[src/rtl/mem_port_arbiter.sv]
// -----------------------------------------------------------------------------
// mem_port_arbiter
//
// Shares one single-ported external memory between the instruction fetch (IF)
// stage and the data (MEM) stage. Each access runs as a Mem_Req/Mem_Ack
// handshake. The winning requester gets its read data plus a one-cycle Ready
// pulse. Data accesses win ties. A burst counter bounds how many data grants
// can pass a waiting fetch, so fetch cannot be starved forever.
//
// Ports
//   clock, reset_n      rising-edge clock, asynchronous active-low reset
//   IF_Read/IF_Address  fetch request (level, held until IF_Ready) and address
//   IF_DataOut/IF_Ready fetched word and its one-cycle completion pulse
//   IF_Wait             fetch stall: IF_Read & ~IF_Ready
//   DM_Read/DM_Write    load/store request (level); a store wins if both are set
//   DM_Address          data word address
//   DM_WriteData        store data
//   DM_ByteEn           store byte enables
//   DM_DataOut/DM_Ready load data and its one-cycle completion pulse
//   DM_Wait             data stall: (DM_Read|DM_Write) & ~DM_Ready
//   Mem_*               external memory request side; Mem_ReadData is valid
//                       with the one-cycle Mem_Ack
// -----------------------------------------------------------------------------
module mem_port_arbiter #(
  parameter int ADDR_WIDTH   = 30,
  parameter int DATA_WIDTH   = 32,
  parameter int MAX_DM_BURST = 4   // 1..15
) (
  input  logic                  clock,
  input  logic                  reset_n,
  // fetch side
  input  logic                  IF_Read,
  input  logic [ADDR_WIDTH-1:0] IF_Address,
  output logic [DATA_WIDTH-1:0] IF_DataOut,
  output logic                  IF_Ready,
  output logic                  IF_Wait,
  // data side
  input  logic                  DM_Read,
  input  logic                  DM_Write,
  input  logic [ADDR_WIDTH-1:0] DM_Address,
  input  logic [DATA_WIDTH-1:0] DM_WriteData,
  input  logic [3:0]            DM_ByteEn,
  output logic [DATA_WIDTH-1:0] DM_DataOut,
  output logic                  DM_Ready,
  output logic                  DM_Wait,
  // external memory
  output logic                  Mem_Req,
  output logic                  Mem_Write,
  output logic [ADDR_WIDTH-1:0] Mem_Address,
  output logic [DATA_WIDTH-1:0] Mem_WriteData,
  output logic [3:0]            Mem_ByteEn,
  input  logic [DATA_WIDTH-1:0] Mem_ReadData,
  input  logic                  Mem_Ack
);

  typedef enum logic [1:0] {
    IDLE    = 2'd0,
    BUSY_IF = 2'd1,
    BUSY_DM = 2'd2,
    RESP    = 2'd3
  } state_t;

  localparam logic [3:0] BURST_MAX = 4'(MAX_DM_BURST);

  state_t     state_reg, state_next;
  logic [3:0] burst_cnt_reg, burst_cnt_next;

  logic dm_req;
  logic dm_grant;
  logic if_grant;
  logic if_done;
  logic dm_done;

  assign dm_req = DM_Read | DM_Write;

  // ---------------------------------------------------------------------------
  // FSM: state register
  // ---------------------------------------------------------------------------
  always_ff @(posedge clock or negedge reset_n) begin
    if (!reset_n) begin
      state_reg <= IDLE;
    end else begin
      state_reg <= state_next;
    end
  end

  // ---------------------------------------------------------------------------
  // FSM: next state
  // Data wins in IDLE unless it has already taken BURST_MAX grants in a row
  // while a fetch was waiting. RESP never grants, so a requester that still
  // holds its request during the Ready pulse is not served twice.
  // ---------------------------------------------------------------------------
  always_comb begin
    state_next = state_reg;
    case (state_reg)
      IDLE: begin
        if (dm_req && ((burst_cnt_reg < BURST_MAX) || !IF_Read)) begin
          state_next = BUSY_DM;
        end else if (IF_Read) begin
          state_next = BUSY_IF;
        end
      end
      BUSY_IF, BUSY_DM: begin
        if (Mem_Ack) begin
          state_next = RESP;
        end
      end
      RESP:    state_next = IDLE;
      default: state_next = IDLE;
    endcase
  end

  // ---------------------------------------------------------------------------
  // FSM: output decode (grant and completion strobes for the datapath)
  // Mem_Ack only completes an access in a BUSY state; elsewhere it is ignored.
  // ---------------------------------------------------------------------------
  always_comb begin
    dm_grant = 1'b0;
    if_grant = 1'b0;
    if_done  = 1'b0;
    dm_done  = 1'b0;
    case (state_reg)
      IDLE: begin
        dm_grant = (state_next == BUSY_DM);
        if_grant = (state_next == BUSY_IF);
      end
      BUSY_IF: if_done = Mem_Ack;
      BUSY_DM: dm_done = Mem_Ack;
      default: ;
    endcase
  end

  // ---------------------------------------------------------------------------
  // Burst counter: counts data grants that overtook a waiting fetch.
  // Any IDLE cycle without a fetch pending, or a fetch grant, clears it.
  // ---------------------------------------------------------------------------
  always_comb begin
    burst_cnt_next = burst_cnt_reg;
    if (if_grant) begin
      burst_cnt_next = '0;
    end else if ((state_reg == IDLE) && !IF_Read) begin
      burst_cnt_next = '0;
    end else if (dm_grant && (burst_cnt_reg < BURST_MAX)) begin
      burst_cnt_next = burst_cnt_reg + 4'd1;
    end
  end

  // ---------------------------------------------------------------------------
  // Registered datapath. Memory-side signals are captured on the grant edge
  // and held until the Mem_Ack edge.
  // ---------------------------------------------------------------------------
  always_ff @(posedge clock or negedge reset_n) begin
    if (!reset_n) begin
      burst_cnt_reg <= '0;
      Mem_Req       <= 1'b0;
      Mem_Write     <= 1'b0;
      Mem_Address   <= '0;
      Mem_WriteData <= '0;
      Mem_ByteEn    <= 4'b0000;
      IF_Ready      <= 1'b0;
      DM_Ready      <= 1'b0;
      IF_DataOut    <= '0;
      DM_DataOut    <= '0;
    end else begin
      burst_cnt_reg <= burst_cnt_next;

      // Ready is high exactly for the RESP cycle.
      IF_Ready <= if_done;
      DM_Ready <= dm_done;

      if (dm_grant) begin
        Mem_Req       <= 1'b1;
        Mem_Write     <= DM_Write;
        Mem_Address   <= DM_Address;
        Mem_WriteData <= DM_WriteData;
        Mem_ByteEn    <= DM_Write ? DM_ByteEn : 4'b1111;
      end else if (if_grant) begin
        Mem_Req     <= 1'b1;
        Mem_Write   <= 1'b0;
        Mem_Address <= IF_Address;
        Mem_ByteEn  <= 4'b1111;
      end else if (if_done || dm_done) begin
        Mem_Req <= 1'b0;
      end

      // DataOut holds its value between accesses; stores load it as well.
      if (if_done) begin
        IF_DataOut <= Mem_ReadData;
      end
      if (dm_done) begin
        DM_DataOut <= Mem_ReadData;
      end
    end
  end

  assign IF_Wait = IF_Read & ~IF_Ready;
  assign DM_Wait = (DM_Read | DM_Write) & ~DM_Ready;

endmodule

[config.mk]
export PLATFORM = sky130hd
export DESIGN_NAME = mem_port_arbiter
export DESIGN_NICKNAME = d
export VERILOG_FILES = /design/src/rtl/mem_port_arbiter.sv
export SDC_FILE = /design/constraint.sdc
export NUM_CORES = 1
export LEC_CHECK = 0
export BUFFER_PORTS_ARGS = -buffer_cell sky130_fd_sc_hd__buf_2
export CORE_MARGIN = 3
export CORE_UTILIZATION = 45
export DETAILED_ROUTE_END_ITERATION = 7
export PLACE_DENSITY = 0.77
export RECOVER_POWER = 50
export SETUP_SLACK_MARGIN = 0.4
export SLEW_MARGIN = 20
export SYNTH_ARGS = -nofsm -noshare
export SYNTH_HDL_FRONTEND = slang
export SYNTH_SLANG_ARGS = --single-unit
[constraint.sdc]
create_clock -name clock -period 4.21 [get_ports clock]
set_clock_uncertainty 0.2 [all_clocks]
set_input_delay 0.421 -clock clock [delete_from_list [all_inputs] [get_ports clock]]
set_output_delay 0.421 -clock clock [all_outputs]
set_load 0.1 [all_outputs]
==> results.py <==
metrics = {
    "grt": {
        "grt_max_degree": 70,
        "grt_use_total_pct": 22.4,
        "grt_pass1_vias": 5246,
        "antenna_found_initial": 1,
        "grt_overflow": 0,
        "grt_pass1_wl_um": 26100,
    },
    "logic_synthesis": {
        "yosys.area.top_type": "dfrtp_1",
        "yosys-top-cells-area": "dfrtp_1 58%, mux2_2 12%, nand2_1 6.1%",
        "syn_inst": 517,
        "avgSynthCellArea_sq_um": 11.8,
        "synth_xor_area_share_pct": 0.144,
        "syn_area_sq_um": 6090,
        "yosys.area_share.adder_pct": 1.03,
        "ys_seq_area_share_pct": 57.5,
        "ys_ff_latch": 140,
        "synth_top_family_by_area": "simple AND/OR/NAND/NOR gates",
        "yosys.area_share.simple_pct": 13.0,
        "muxShareOfSynthArea_pct": 12.2,
        "ys_warn_count": 0,
        "synth_top_cell_area_share_pct": 57.5,
        "synth_compound_area_share_pct": 11.9,
        "syn_nets": 656,
        "yosysUniqueCellTypes": 41,
    },
    "die": {
        "coreArea_sq_um": 12900,
        "die_width_um": 122,
        "die_area_sq_um": 15000,
        "num_rows": 41,
        "die_y_um": 122,
        "initial_core_util_pct": 47.1,
        "num_io_pins": 270,
    },
    "finish": {
        "final_nets": 944,
        "fin_cells": 991,
        "fillerInstances": 1106,
        "syn2layout_area_growth_pct": 33.5,
        "reg_top3": "DM_DataOut x32, IF_DataOut x32, Mem_WriteData x32",
        "drive_above_1_share_pct": 36.1,
    },
    "sta": {
        "worst_pin_slew_ns": 1.97,
        "maxSlewViolCount": 140,
        "grt_setup_unrepaired": "no",
        "period_minus_slack_ns": 3.15,
        "fmax_mhz": 317,
        "finalHoldViolations": 0,
        "post-route-period-util_pct": 74.9,
        "tns_ns": 0,
        "maxSlewHeadroom_pct": -31.2,
        "setup_viol": 0,
    },
    "route": {
        "drtAntennaViolNets": 0,
        "drt_iter0_drc": 277,
        "vias": 5179,
        "via_per_inst": 5.23,
        "drc": 0,
        "first_pass_iters": 5,
        "routed_wl_um": 16800,
        "detail_route.wl_per_cell_um": 17.0,
    },
    "place": {
        "place_hpwl_um": 12000,
        "portBuffers": 269,
        "post-place-cells": 934,
        "gp_congestion": 0.815,
    },
    "cts": {
        "postCtsSetupBuffers": 0,
        "root_buffer": "clkbuf_16",
        "holdBufCountCts": 24,
        "clk_pin_slew_ns": 0.06,
        "clk_path_buf_depth": 2,
        "clk_latency_ns": 0.41,
        "numCtsBuffers": 17,
        "htreeDepth": 4,
        "cts.sinks": 140,
        "cts_tree": "done",
        "post_cts_resize_count": 0,
    },
    "run_status": {
        "status": "finished, violations left",
        "violations": "capacitance limit, slew limit",
    },
    "critical_path": {
        "crit_path_start_kind": "register",
        "rr_startpoint": "state_reg[0]",
        "rr_worst_depth": 7,
        "worst-path-max-fanout": 38,
        "crit_slowest_cell": "a21oi_4",
        "slowest_delay_ns": 0.79,
        "cp.required_ns": 4.35,
        "reg2reg_to": "Mem_Address[9]",
        "crit_arrival_ns": 3.30,
        "r2r_setup_slack_ns": 1.06,
        "cp-end-kind": "register",
        "crit_type": "reg -> reg",
        "startpoint": "state_reg[0]",
        "worstPathCellList": "inv_1, ha_1, mux2i_4, a32o_2, buf_4, a21oi_4, o221a_1",
    },
    "min_path": {
        "hold_depth": 3,
        "min_from": "DM_WriteData[3]",
        "holdPathEnd": "Mem_WriteData[3]",
        "min_path_type": "in -> reg",
    },
    "flow_run": {
        "maxCapViolCount": 3,
    },
}
==> logic make-up (layout without fill, tap and decap cells) <==
| group | count (synthesis) | after routing |
|---|---|---|
| flops | 140 | 140 |
| buf+inv | 38 | 339 |
| xor+xnor | 1 | 1 |
| compound gates | 87 | 87 |
| mux | 65 | 65 |
| fa+ha+maj | 5 | 5 |
| other cells | 0 | 1 |
| simple gates | 181 | 181 |
==> worst max-delay path by stage <==
stage | to | slack [ns]
final | Mem_Address[9] | 1.06
after global routing | Mem_Address[17] | 0.90
after CTS | Mem_Address[17] | 1.06
after detailed placement | Mem_Address[19] | 1.10
after global placement | Mem_Address[29] | 1.21
after floorplan | IF_Wait | 1.38
==> final cells by class <==
class	count	area, sq um	area share [%]
multi-input combinational	339	2330	28.7
clock buffer	17	425	5.23
inverter	6	22.5	0.277
tap	172	215	2.65
timing repair buffer	301	1500	18.5
antenna	1	2.50	0.0308
sequential	140	3500	43.1
clock inverter	15	124	1.52
==> synthesized netlist by cell type <==
cell type  count
a21boi_2       1
a21oi_2        1
nor4_4         1
a211o_1        1
nand3_1        3
nand4_4        1
a21oi_1        2
nand3_4        1
a31oi_2        1
nand2_1       99
nor2_1        38
o22ai_1        4
or3_1          1
a2bb2oi_2      1
a21o_1         1
dfrtp_1      140
o21ai_1       30
a31oi_1        1
or2_1          1
o21ai_0        6
o221a_2       14
ha_1           5
a21oi_4        1
a32o_2         1
mux2_2        64
xnor2_1        1
inv_1          6
buf_6         14
clkbuf_1      12
mux2i_4        1
o221a_1       16
nand2_2        1
buf_2          6
a31o_2         1
a32oi_4        1
o2bb2ai_1      1
nor2_4         1
or2_2          1
a2bb2oi_1      3
nor3_1        31
nor2b_1        2
==> critical path: cells and delay by family, from the launching register on <==
kind / cells / cell delay, ns
compound gates: 3 / 1.39
flops: 1 / 0.38
fa+ha+maj: 1 / 0.50
buf+inv: 2 / 0.45
mux: 1 / 0.13
==> through the flow <==
| stage | utilization (%) | cell area, sq um | worst slack (ns) | hold WS [ns] |
|---|---|---|---|---|
| floorplan | - | 6090 | 1.38 | -0.0746 |
| global placement | 57.9 | 7490 | 1.21 | 0.251 |
| detailed placement | 57.9 | 7490 | 1.10 | 0.259 |
| CTS | 64.0 | 8280 | 1.06 | 0.000261 |
| global route | 62.9 | 8130 | 0.903 | 0.00521 |
| finish | 62.9 | 8130 | 1.06 | 0.0111 |
==> layout by cell type, fill, tap and decap left out, types with 2 or more instances in the layout <==
| cell type | synthesis | routed |
|---|---|---|
| inv_1 | 6 | 6 |
| clkinv_2 | 0 | 6 |
| nor2_1 | 38 | 38 |
| inv_6 | 0 | 2 |
| ha_1 | 5 | 5 |
| o21ai_1 | 30 | 29 |
| o221a_2 | 14 | 14 |
| buf_2 | 6 | 162 |
| clkbuf_1 | 12 | 108 |
| clkinvlp_4 | 0 | 5 |
| clkbuf_2 | 0 | 2 |
| mux2_2 | 64 | 64 |
| nor3_1 | 31 | 31 |
| a21oi_1 | 2 | 2 |
| nand2_1 | 99 | 99 |
| o221a_1 | 16 | 16 |
| dlygate4sd3_1 | 0 | 24 |
| nand3_1 | 3 | 3 |
| buf_4 | 0 | 5 |
| o22ai_1 | 4 | 4 |
| dfrtp_1 | 140 | 140 |
| o21ai_0 | 6 | 6 |
| clkbuf_16 | 0 | 17 |
| nor2b_1 | 2 | 2 |
| a2bb2oi_1 | 3 | 3 |
==> routing by layer <==
| metal | track usage [%] | part of all wire [%] | vias up |
|---|---|---|---|
| li1 | - | - | 2394 |
| met1 | 25.8 | 38 | 2507 |
| met2 | 38.1 | 50 | 251 |
| met3 | 8.11 | 9.9 | 27 |
| met4 | 8.82 | 2.0 | 0 |
| met5 | 0 | 0 | - |
Power is not shown: default switching activity piles up to over one toggle a cycle in this logic, so the estimate is an artifact.
